--- src/rtl/div_ctrl_pkg.sv ---
// Shared types and helpers for the divider EX-stage sequencer (div_ctrl).
// Holds operation/state encodings and the special-case resolver.
package div_ctrl_pkg;

  localparam int REG_BUS_WIDTH = 32;

  typedef enum logic [1:0] {
    DIV_OP_DIV  = 2'b00,
    DIV_OP_DIVU = 2'b01,
    DIV_OP_REM  = 2'b10,
    DIV_OP_REMU = 2'b11
  } div_op_e;

  typedef enum logic [2:0] {
    DIV_ST_IDLE  = 3'd0,
    DIV_ST_SPEC  = 3'd1,
    DIV_ST_START = 3'd2,
    DIV_ST_WAIT  = 3'd3,
    DIV_ST_DONE  = 3'd4
  } div_state_e;

  typedef struct packed {
    logic                     hit;
    logic [REG_BUS_WIDTH-1:0] value;
  } spec_res_t;

  // op[0]=0 selects the signed variants (DIV, REM).
  function automatic logic is_signed_op(input logic [1:0] op);
    return !op[0];
  endfunction

  function automatic logic [REG_BUS_WIDTH-1:0] abs_val(input logic [REG_BUS_WIDTH-1:0] v,
                                                       input logic neg);
    return neg ? (~v + 1'b1) : v;
  endfunction

  // Divide-by-zero and signed overflow never reach the divider.
  function automatic spec_res_t special_case(input logic [1:0]               op,
                                             input logic [REG_BUS_WIDTH-1:0] a,
                                             input logic [REG_BUS_WIDTH-1:0] b);
    spec_res_t r;
    r = '0;
    if (b == '0) begin
      r.hit   = 1'b1;
      r.value = op[1] ? a : '1;
    end else if (is_signed_op(op) && a == 32'h8000_0000 && b == 32'hFFFF_FFFF) begin
      r.hit   = 1'b1;
      r.value = op[1] ? 32'h0000_0000 : 32'h8000_0000;
    end
    return r;
  endfunction

endpackage

--- src/rtl/div_ctrl_result_cache.sv ---
// One-entry cache of the last divider result, so a DIV followed by REM on the
// same operands skips the divider. Only instantiated under DIV_RESULT_CACHE_EN.
module div_result_cache
  import div_ctrl_pkg::*;
(
  input  logic                     clk,
  input  logic                     rst_n,
  input  logic [REG_BUS_WIDTH-1:0] lookup_op1,
  input  logic [REG_BUS_WIDTH-1:0] lookup_op2,
  input  logic                     lookup_signed,
  output logic                     hit,
  output logic [REG_BUS_WIDTH-1:0] hit_quot,
  output logic [REG_BUS_WIDTH-1:0] hit_rem,
  input  logic                     stage_en,
  input  logic [REG_BUS_WIDTH-1:0] stage_quot,
  input  logic [REG_BUS_WIDTH-1:0] stage_rem,
  input  logic                     commit_en,
  input  logic [REG_BUS_WIDTH-1:0] commit_op1,
  input  logic [REG_BUS_WIDTH-1:0] commit_op2,
  input  logic                     commit_signed
);

  logic                     valid_q;
  logic [REG_BUS_WIDTH-1:0] pend_quot_q, pend_rem_q;
  logic [REG_BUS_WIDTH-1:0] ent_op1_q, ent_op2_q, ent_quot_q, ent_rem_q;
  logic                     ent_signed_q;

  always_ff @(posedge clk or negedge rst_n) begin
    if (!rst_n) valid_q <= 1'b0;
    else if (commit_en) valid_q <= 1'b1;
  end

  // NOTE: data fields need no reset; valid_q alone gates every use of them.
  always_ff @(posedge clk) begin
    if (stage_en) begin
      pend_quot_q <= stage_quot;
      pend_rem_q  <= stage_rem;
    end
    if (commit_en) begin
      ent_op1_q    <= commit_op1;
      ent_op2_q    <= commit_op2;
      ent_signed_q <= commit_signed;
      ent_quot_q   <= pend_quot_q;
      ent_rem_q    <= pend_rem_q;
    end
  end

  assign hit      = valid_q && ent_op1_q == lookup_op1 && ent_op2_q == lookup_op2 &&
                    ent_signed_q == lookup_signed;
  assign hit_quot = ent_quot_q;
  assign hit_rem  = ent_rem_q;

endmodule

--- src/rtl/div_ctrl.sv ---
// EX-stage sequencer for the 32-bit iterative divider: special cases, divider
// handshake, stall and writeback. Optional one-entry cache: DIV_RESULT_CACHE_EN.
module div_ctrl
  import div_ctrl_pkg::*;
(
  input  logic                     clk,
  input  logic                     rst_n,
  input  logic                     req_valid_i,
  input  logic [1:0]               req_op_i,
  input  logic [REG_BUS_WIDTH-1:0] req_op1_i,
  input  logic [REG_BUS_WIDTH-1:0] req_op2_i,
  input  logic [4:0]               req_rd_i,
  input  logic                     flush_i,
  output logic                     busy_o,
  output logic                     done_o,
  output logic [REG_BUS_WIDTH-1:0] result_o,
  output logic [4:0]               rd_o,
  output logic                     div_start_o,
  output logic                     div_cancel_o,
  output logic                     div_op1_signed_o,
  output logic                     div_op2_signed_o,
  output logic [REG_BUS_WIDTH-1:0] div_op1_o,
  output logic [REG_BUS_WIDTH-1:0] div_op2_o,
  input  logic                     div_stop_i,
  input  logic [REG_BUS_WIDTH-1:0] div_res_i,
  input  logic [REG_BUS_WIDTH-1:0] div_rem_i
);

  div_state_e               state_q, state_d;
  logic [1:0]               op_q;
  logic                     spec_done_q;
  logic                     accept, take_spec, stop_take;
  logic                     req_neg1, req_neg2;
  spec_res_t                spec;
  logic                     cache_hit;
  logic [REG_BUS_WIDTH-1:0] cache_value, spec_value;

  assign accept    = (state_q == DIV_ST_IDLE) && req_valid_i && !flush_i;
  assign spec      = special_case(req_op_i, req_op1_i, req_op2_i);
  assign take_spec = spec.hit || cache_hit;
  assign spec_value = spec.hit ? spec.value : cache_value;
  assign stop_take = (state_q == DIV_ST_WAIT) && div_stop_i && !flush_i;
  assign req_neg1  = is_signed_op(req_op_i) && req_op1_i[REG_BUS_WIDTH-1];
  assign req_neg2  = is_signed_op(req_op_i) && req_op2_i[REG_BUS_WIDTH-1];

`ifdef DIV_RESULT_CACHE_EN
  logic [REG_BUS_WIDTH-1:0] op1_q, op2_q, hit_quot, hit_rem;

  always_ff @(posedge clk or negedge rst_n) begin
    if (!rst_n) begin
      op1_q <= '0;
      op2_q <= '0;
    end else if (accept) begin
      op1_q <= req_op1_i;
      op2_q <= req_op2_i;
    end
  end

  div_result_cache u_cache (
    .clk           (clk),
    .rst_n         (rst_n),
    .lookup_op1    (req_op1_i),
    .lookup_op2    (req_op2_i),
    .lookup_signed (is_signed_op(req_op_i)),
    .hit           (cache_hit),
    .hit_quot      (hit_quot),
    .hit_rem       (hit_rem),
    .stage_en      (stop_take),
    .stage_quot    (div_res_i),
    .stage_rem     (div_rem_i),
    .commit_en     ((state_q == DIV_ST_DONE) && !flush_i),
    .commit_op1    (op1_q),
    .commit_op2    (op2_q),
    .commit_signed (is_signed_op(op_q))
  );

  assign cache_value = req_op_i[1] ? hit_rem : hit_quot;
`else
  assign cache_hit   = 1'b0;
  assign cache_value = '0;
`endif

  // NOTE: sequential state uses non-blocking (<=) so every flop samples pre-edge values.
  always_ff @(posedge clk or negedge rst_n) begin
    if (!rst_n) state_q <= DIV_ST_IDLE;
    else        state_q <= state_d;
  end

  // NOTE: every output of this block gets a default first, so no path infers a latch.
  always_comb begin
    state_d      = state_q;
    div_start_o  = 1'b0;
    div_cancel_o = 1'b0;
    unique case (state_q)
      DIV_ST_IDLE: begin
        if (accept) state_d = take_spec ? DIV_ST_SPEC : DIV_ST_START;
      end
      DIV_ST_SPEC: state_d = DIV_ST_IDLE;
      DIV_ST_START: begin
        if (flush_i) begin
          div_cancel_o = 1'b1;
          state_d      = DIV_ST_IDLE;
        end else begin
          div_start_o = 1'b1;
          state_d     = DIV_ST_WAIT;
        end
      end
      DIV_ST_WAIT: begin
        if (flush_i) begin
          div_cancel_o = 1'b1;
          state_d      = DIV_ST_IDLE;
        end else if (div_stop_i) begin
          state_d = DIV_ST_DONE;
        end
      end
      DIV_ST_DONE: state_d = DIV_ST_IDLE;
      default:     state_d = DIV_ST_IDLE;
    endcase
  end

  assign busy_o = (state_q != DIV_ST_IDLE) || accept;

  // Special results surface one cycle after SPEC; divider results while in DONE.
  assign done_o = spec_done_q || ((state_q == DIV_ST_DONE) && !flush_i);

  always_ff @(posedge clk or negedge rst_n) begin
    if (!rst_n) spec_done_q <= 1'b0;
    else        spec_done_q <= (state_q == DIV_ST_SPEC) && !flush_i;
  end

  // Divider operands stay frozen until the next acceptance: its sign fix-up reads them.
  always_ff @(posedge clk or negedge rst_n) begin
    if (!rst_n) begin
      op_q             <= '0;
      rd_o             <= '0;
      div_op1_o        <= '0;
      div_op2_o        <= '0;
      div_op1_signed_o <= 1'b0;
      div_op2_signed_o <= 1'b0;
      result_o         <= '0;
    end else if (accept) begin
      op_q             <= req_op_i;
      rd_o             <= req_rd_i;
      div_op1_o        <= abs_val(req_op1_i, req_neg1);
      div_op2_o        <= abs_val(req_op2_i, req_neg2);
      div_op1_signed_o <= req_neg1;
      div_op2_signed_o <= req_neg2;
      if (take_spec) result_o <= spec_value;
    end else if (stop_take) begin
      result_o <= op_q[1] ? div_rem_i : div_res_i;
    end
  end

endmodule

--- config.mk ---
export PLATFORM = sky130hd
export DESIGN_NAME = div_ctrl
export DESIGN_NICKNAME = d
export VERILOG_FILES = /design/src/rtl/div_ctrl_pkg.sv /design/src/rtl/div_ctrl_result_cache.sv /design/src/rtl/div_ctrl.sv
export SDC_FILE = /design/constraint.sdc
export NUM_CORES = 1
export LEC_CHECK = 0
export CORE_UTILIZATION = 40
export DETAILED_ROUTE_END_ITERATION = 10
export GPL_ROUTABILITY_DRIVEN = 1
export PLACE_DENSITY = 0.76
export SLEW_MARGIN = 40
export SYNTH_ARGS = -nofsm -noshare
export SYNTH_HDL_FRONTEND = slang
export SYNTH_HIERARCHICAL = 1
export SYNTH_SLANG_ARGS = --single-unit
--- constraint.sdc ---
create_clock -name clk -period 1.89 [get_ports clk]
set_clock_uncertainty 0.05 [all_clocks]
set_input_delay 0.189 -clock clk [delete_from_list [all_inputs] [get_ports clk]]
set_output_delay 0.189 -clock clk [all_outputs]
set_load 0.005 [all_outputs]
==> impl_summary.txt, run 1 <==
----------------------------------------------------
[Synthesis]
  Share of Yosys cell area claimed by the top area cell type ... 42.3%
  Area contributors post-synth ... sky130_fd_sc_hd__dfrtp_1 (42%), sky130_fd_sc_hd__o21ai_0 (7.7%), sky130_fd_sc_hd__nand2_1 (5.9%)
  Async set-reset flop share out of synthesis ... 100%
  Post-Syn Nets ... 884
  Post-Synthesis Cells ... 741
  Dominant synthesized flop cell ... sky130_fd_sc_hd__dfrtp_1
  Number of synthesized flops with an enable pin ... 0
  Yosys top cell by area ... sky130_fd_sc_hd__dfrtp_1
  Post-synthesis sequential element count ... 108
  Seq/Total Area, Yosys ... 42.3%
  Post-synthesis instance area ... 0.00639 mm2
  Synthesized area divided by synthesized cell count ... 8.63 um2
  YS warnings ... 6
  Unique masters post-synth ... 48

[Die]
  Placement Rows ... 45
  Die H ... 128 um
  Boundary pin count ... 247
  Die outline area ... 0.0165 mm2
  Area of the core ... 0.0154 mm2
  Effective utilization at floorplan ... 41.5%
  Die W ... 128 um

[STA]
  Count of pins over their slew limit ... 0
  Least-Margin Pin Slew ... 0.545 ns
  Post-route clock period utilization ... 123%
  Final period demand of the worst path ... 2.32 ns
  Final number of hold-violating endpoints ... 0
  Crit path setup slack, layout ... -0.429 ns
  RSZ-0062 raised after global routing ... true
  Achievable frequency ... 431 MHz
  Setup violation total in the final timing report ... 38
  Worst relative slew slack ... 63.7%

[Job]
  Number of maximum-capacitance violations ... 0

[Placement]
  Final estimated routing congestion in global placement ... 0.906
  Area post-placement ... 0.0101 mm2
  Buffers added on ports ... 246
  Post-detail-place hpwl ... 16.8 mm

[Run status]
  Violations in the final reports ... setup timing
  Outcome ... complete, but fails checks

[GRT]
  Maximum number of pins on one net before global-route repair ... 97
  Number of global-route vias before repair ... 6925
  Antenna violations before repair ... 0
  Overall Global Routing Usage ... 28.9%
  Grt ovf ... 0
  Global-route wire length before repair ... 36.7 mm

[Cells and area]
  Ratio of cells with drive above 1 in the final layout ... 23.9%
  Total non-filler cell area in the finished layout ... 0.0111 mm2
  Layout overhead on the synthesized area ... 73.4%
  Post-layout nets ... 1253
  # diodes ... 0
  Final design utilization ... 71.9%

[Drt]
  Per-cell via count in the routed design ... 5.45
  DRT Pass-1 Iters ... 5
  Number of DRC markers in iteration 0 ... 452
  Via count of the routed design ... 7221
  Residual DRC count ... 0
  Final routed wirelength across all metal layers ... 24.4 mm
  Antenna violation net count after detailed routing ... 0
  Average detailed-routed wire length per instance ... 18.4 um

[Power and ir drop]
  Internal power ... 6.41 mW
  Worst voltage drop across the vdd grid ... 539 uV
  Share of total power in sequential cells ... 36.9%
  Net switching power of the design ... 2.86 mW
  Switching portion of total power ... 30.8%
  Combinational share of power ... 42.2%
  Power per cell area ... 836 mW/mm2
  Part of the power in the clock network ... 21.0%
  Leak ... 4.89 nW

[Clocking]
  Maximum buffer depth of the clock tree ... 2
  Worst-Skew Late Latency ... 0.35 ns
  Clock tree from TritonCTS ... yes
  Inserted Clock Buffers ... 9
  Clock edge transition at the registers on the reported setup and hold paths ... 0.07 ns
  Clock root cell ... sky130_fd_sc_hd__clkbuf_16
  H-tree levels ... 3
  Total clock sinks ... 108

[Critical path]
  Data arrival time at the worst-slack endpoint ... 2.50 ns
  Reg-to-reg critical path startpoint ... state_q[0]
  Number of cells on the worst reg-to-reg path ... 7
  Critical path's largest stage delay ... 0.57 ns
  CP Launch Type ... input pin
  Critical setup path kind ... in -> reg
  Maximum net fanout on the critical path ... 8
  Flop-to-flop setup slack ... -0.06 ns
  Crit-path most repeated cell ... sky130_fd_sc_hd__buf_6
  Crit path required time ... 2.07 ns
  Number of buffers and inverters on the critical path ... 3
  Critical Path Slowest Stage Cell ... sky130_fd_sc_hd__or4_4
  Cell class contributing the biggest share of worst-path delay ... simple AND/OR/NAND/NOR gates
  Endpoint kind of the worst setup timing path ... flip-flop
  Terminus of the critical flop-to-flop path ... result_o[28]
  Ordered cell list for the critical path ... buf_6 > or4_4 > or4b_4 > or3_4 > nor3_4 > buf_6 > buf_16 > o21ai_2 > o311a_1

[Min path]
  Destination of the worst hold path ... div_op2_o[0]
  Beginning of the worst hold path ... req_op2_i[0]
  Number of cells on the worst hold path ... 3
  Worst hold path type ... in -> reg

----------------------------------------------------
## worst min-delay path: stages
cell and delay (ns):
sky130_fd_sc_hd__buf_2 0.13, sky130_fd_sc_hd__inv_6 0.06, sky130_fd_sc_hd__o21ai_0 0.07
## cells by family after synthesis
logic type	synth area share [%]
XOR/XNOR	7.94
flip-flops	42.3
multiplexers	5.17
AO/OA/AOI/OAI	20.9
buffers and inverters	4.11
AND/OR/NAND/NOR	19.1
adder cells (fa/ha/maj)	0.587
## metrics by stage
| stage | cells | total power [mW] | hold WS [ns] | TNS, ns | worst slack, ns |
|---|---|---|---|---|---|
| global placement | 1281 | 7.09 | -0.00700 | -56.94 | -0.981 |
| detailed placement | 1281 | 7.19 | -0.00220 | -58.74 | -0.999 |
| finish | 1326 | 9.27 | 0.0920 | -13.55 | -0.429 |
| floorplan | 741 | 4.77 | -0.157 | -14.71 | -0.427 |
| global route | 1326 | 9.78 | 0.110 | -15.71 | -0.465 |
| CTS | 1320 | 9.24 | 0.0770 | -16.20 | -0.490 |
## synthesized netlist by cell type (2+ instances only)
cell / count
sky130_fd_sc_hd__xor2_1: 34
sky130_fd_sc_hd__clkbuf_1: 42
sky130_fd_sc_hd__a21oi_1: 14
sky130_fd_sc_hd__and3_1: 3
sky130_fd_sc_hd__dfrtp_1: 108
sky130_fd_sc_hd__o31ai_1: 10
sky130_fd_sc_hd__and2_1: 2
sky130_fd_sc_hd__nand2_1: 100
sky130_fd_sc_hd__nor4_4: 2
sky130_fd_sc_hd__nor2b_1: 2
sky130_fd_sc_hd__o21ai_1: 41
sky130_fd_sc_hd__nand3_1: 7
sky130_fd_sc_hd__nor4_1: 11
sky130_fd_sc_hd__buf_6: 3
sky130_fd_sc_hd__ha_1: 3
sky130_fd_sc_hd__a31oi_1: 6
sky130_fd_sc_hd__nand4_1: 14
sky130_fd_sc_hd__buf_1: 5
sky130_fd_sc_hd__nand2b_1: 3
sky130_fd_sc_hd__or3_1: 4
sky130_fd_sc_hd__nor3_1: 6
sky130_fd_sc_hd__o311a_1: 31
sky130_fd_sc_hd__mux2i_1: 33
sky130_fd_sc_hd__o21ai_0: 99
sky130_fd_sc_hd__nor2_1: 91
sky130_fd_sc_hd__xnor2_1: 24
sky130_fd_sc_hd__or4_1: 4
sky130_fd_sc_hd__nor4b_1: 3
sky130_fd_sc_hd__clkbuf_4: 3
sky130_fd_sc_hd__o41ai_1: 8
sky130_fd_sc_hd__a41oi_1: 2
sky130_fd_sc_hd__inv_1: 7
## sequential cells by signal, indices dropped and copies added, names as in the netlist
signal and flops:
div_op1_o 32, div_op2_o 32, result_o 32, rd_o 5
state_q 3, div_op1_signed_o 1, div_op2_signed_o 1, op_q 1
spec_done_q 1
## timing repair
item | 4_1_cts | 5_1_grt
endpoints found under the hold margin | 12 | 0
cloned | 3 | 0
setup buffers | 19 | 10
resized for setup | 95 | 75
hold buffers | 1 | 0
endpoints found under the setup margin | 78 | 65
pin swaps | 28 | 45
## power groups by stage
stage / clock, mW / combinational (mW) / sequential, mW
after floorplan: 0 / 1.34 / 3.43
after global placement: 0 / 3.67 / 3.43
after detailed placement: 0 / 3.74 / 3.44
after CTS: 1.98 / 3.84 / 3.41
after global routing: 2.05 / 4.23 / 3.49
final: 1.94 / 3.91 / 3.42
## worst max-delay path by stage
stage                             start  cells after the start      endpoint
after floorplan           req_op1_i[17]                      7  result_o[21]
after CTS                 req_op1_i[20]                     10   result_o[6]
after detailed placement  req_op1_i[17]                      8  result_o[24]
after global placement    req_op1_i[17]                      8   result_o[0]
final                     req_op1_i[17]                      9  result_o[30]
after global routing      req_op1_i[17]                      9  result_o[30]
## per-layer routing
| metal | part of all wire, % | GRT usage, % | vias up |
|---|---|---|---|
| li1 | - | - | 3396 |
| met1 | 41 | 37.2 | 3458 |
| met2 | 49 | 48.5 | 301 |
| met3 | 5.6 | 3.37 | 66 |
| met4 | 4.3 | 13.5 | 0 |
| met5 | 0 | 0 | - |
## area by class of cell
class	instances	area [um2]
Sequential cell	108	2700
Tap cell	211	264
Clock inverter	6	62.6
Fill cell	1162	4340
Inverter	8	47.5
Multi-Input combinational cell	572	3830
Timing Repair Buffer	411	3940
Clock buffer	10	239
## cell usage in the layout (no fill, tap or decap), drive strengths merged, types with 14 or more instances in the layout
master         instances
clkdlybuf4s50        208
buf                  172
o21ai                141
dfrtp                108
nand2                100
nor2                  92
xor2                  34
mux2i                 33
o311a                 31
xnor2                 24
dlymetal6s2s          16
clkbuf                15
nand4                 14
a21oi                 14
(Power assumes the default switching activity.)
==> inputs of run 2 (changes only) <==
--- a/constraint.sdc
+++ b/constraint.sdc
@@ -3,3 +3,3 @@
 set_input_delay 0.189 -clock clk [delete_from_list [all_inputs] [get_ports clk]]
 set_output_delay 0.189 -clock clk [all_outputs]
-set_load 0.005 [all_outputs]
+set_load 0.1 [all_outputs]
==> impl_summary.txt, run 2 (synthesized netlist as in run 1, its figures left out) <==
----------------------------------------------------
[Run status]
  Outcome ... complete, but fails checks
  Violations in the final reports ... setup timing

[Cells and area]
  Area of the multi-input gates ... 0.00382 mm2
  Largest registers ... div_op1_o: 32 flops, div_op2_o: 32 flops, result_o: 32 flops
  # diodes ... 0
  Commonest non-fill, non-tap cell in the layout ... sky130_fd_sc_hd__buf_4
  Post-layout nets ... 1246
  Ratio of cells with drive above 1 in the final layout ... 32.7%
  Highest-count cells in the layout ignoring fill and taps ... sky130_fd_sc_hd__buf_4 (239), sky130_fd_sc_hd__dfrtp_1 (107), sky130_fd_sc_hd__clkdlybuf4s50_1 (106), sky130_fd_sc_hd__nand2_1 (96), sky130_fd_sc_hd__o21ai_0 (91)
  Number of filler cells placed in the layout ... 1252
  FF+latch area ... 0.00270 mm2
  Layout overhead on the synthesized area ... 67.9%
  Final std cells w/o fill ... 1319

[Drt]
  Per-cell via count in the routed design ... 5.44
  Number of DRC markers in iteration 0 ... 493
  Residual DRC count ... 0
  Average detailed-routed wire length per instance ... 17.8 um
  Final routed wirelength across all metal layers ... 23.5 mm
  Via count of the routed design ... 7179
  DRT Pass-1 Iters ... 8
  Antenna violation net count after detailed routing ... 0

[Clocking]
  Worst-Skew Late Latency ... 0.36 ns
  Total clock sinks ... 108
  Inserted Clock Buffers ... 9
  Clock tree from TritonCTS ... yes
  Clock edge transition at the registers on the reported setup and hold paths ... 0.07 ns
  H-tree levels ... 3
  Maximum buffer depth of the clock tree ... 2
  Clock root cell ... sky130_fd_sc_hd__clkbuf_16

[Critical path]
  Data arrival time at the worst-slack endpoint ... 2.45 ns
  Maximum net fanout on the critical path ... 8
  Number of cells on the worst reg-to-reg path ... 6
  Endpoint kind of the worst setup timing path ... flip-flop
  Critical setup path kind ... in -> reg
  CP Launch Type ... input pin
  Crit path required time ... 2.08 ns

[GRT]
  Met2 global-route usage ... 47.3%
  Antenna violations before repair ... 0
  Grt ovf ... 0
  Overall Global Routing Usage ... 28.2%
  Global-route wire length before repair ... 36.1 mm
  Number of global-route vias before repair ... 6917
  Global routing usage on met1 ... 36.7%
  Most heavily used metal layer in global routing ... met2
  Maximum number of pins on one net before global-route repair ... 52
  Met3 routing resource usage after global routing ... 4.99%

[Die]
  Effective utilization at floorplan ... 41.5%
  Boundary pin count ... 247
  Area of the core ... 0.0154 mm2
  Die H ... 128 um
  Die outline area ... 0.0165 mm2
  Placement Rows ... 45
  Die W ... 128 um

[Power and ir drop]
  Combinational share of power ... 61.4%
  Part of the power in the clock network ... 14.0%
  Leak ... 4.87 nW
  Internal power ... 6.14 mW
  Overall power consumption ... 14.0 mW
  Worst voltage drop across the vdd grid ... 848 uV
  Switching portion of total power ... 56.2%
  Share of total power in sequential cells ... 24.6%
  Power per cell area ... 1310 mW/mm2
  Net switching power of the design ... 7.88 mW

[STA]
  Final period demand of the worst path ... 2.26 ns
  Post-route clock period utilization ... 119%
  Worst relative slew slack ... 70.4%
  Setup violation total in the final timing report ... 36
  Crit path setup slack, layout ... -0.366 ns
  Least-Margin Pin Slew ... 0.444 ns
  Final number of hold-violating endpoints ... 0
  RSZ-0062 raised after global routing ... true
  Achievable frequency ... 443 MHz
  Count of pins over their slew limit ... 0
  Hold_ws ... 0.0940 ns

[Min path]
  Worst hold path type ... in -> reg
  Number of cells on the worst hold path ... 3

[Job]
  Number of maximum-capacitance violations ... 0

[Placement]
  Number of cells in the design after placement ... 1283
  Final estimated routing congestion in global placement ... 0.888
  Post-detail-place hpwl ... 17.0 mm
  Buffers added on ports ... 246

----------------------------------------------------
-- run 2: critical path, stage by stage --
cell and delay, ns:
sky130_fd_sc_hd__buf_6 0.09, sky130_fd_sc_hd__or4_4 0.54, sky130_fd_sc_hd__or4b_4 0.50, sky130_fd_sc_hd__or3_4 0.44
sky130_fd_sc_hd__nor3_4 0.18, sky130_fd_sc_hd__buf_6 0.17, sky130_fd_sc_hd__buf_16 0.15, sky130_fd_sc_hd__o21ai_4 0.06
sky130_fd_sc_hd__o311a_1 0.12
-- run 2: worst paths after layout --
check	slack, ns	to	startpoint
max	-0.37	result_o[30]	req_op1_i[19]
max reg2reg	0.06	result_o[25]	state_q[1]
min in group asynchronous	0.29	div_op2_o[14]	rst_n
max in group asynchronous	0.88	result_o[4]	rst_n
min reg2reg	0.43	rd_o[2]	rd_o[2]
min	0.09	div_op2_o[0]	req_op2_i[0]
-- run 2: what timing repair did --
| item | in CTS | in global routing |
|---|---|---|
| hold buffers | 1 | 0 |
| endpoints found under the setup margin | 73 | 63 |
| gates resized for setup | 103 | 52 |
| pin swaps | 39 | 34 |
| buffers inserted | 15 | 5 |
| hold endpoints to repair | 24 | 0 |
| gates cloned | 3 | 0 |
-- run 2: power by group through the flow --
stage | Sequential [mW] | Combinational [mW] | Clock [mW]
global placement | 3.46 | 8.40 | 0
CTS | 3.45 | 8.57 | 2.00
global route | 3.52 | 8.92 | 2.08
floorplan | 8.26 | 1.42 | 0
detailed placement | 3.48 | 8.49 | 0
finish | 3.45 | 8.60 | 1.96
-- run 2: area by class of cell --
cell class | count | area share [%]
Multi-Input combinational cell | 572 | 35.6
Inverter | 8 | 0.489
Sequential cell | 108 | 25.2
Clock buffer | 9 | 2.10
Timing Repair Buffer | 404 | 33.5
Tap cell | 211 | 2.46
Clock inverter | 7 | 0.711
-- run 2: layer usage --
layer | vias up | share of wire, %
met1 | 3453 | 42
met4 | 0 | 2.3
met2 | 303 | 49
li1 | 3376 | -
met5 | - | 0
met3 | 47 | 6.7
-- run 2: stage by stage --
step / utilization [%] / TNS, ns / area, um2 / worst slack [ns]
6_report: 69.6 / -11.49 / 10700 / -0.366
5_1_grt: 69.6 / -13.04 / 10700 / -0.401
4_1_cts: 68.9 / -14.03 / 10600 / -0.453
3_5_place_dp: 64.1 / -56.17 / 9890 / -0.921
3_3_place_gp: 64.1 / -54.21 / 9890 / -0.893
2_1_floorplan: - / -14.72 / 6480 / -0.427
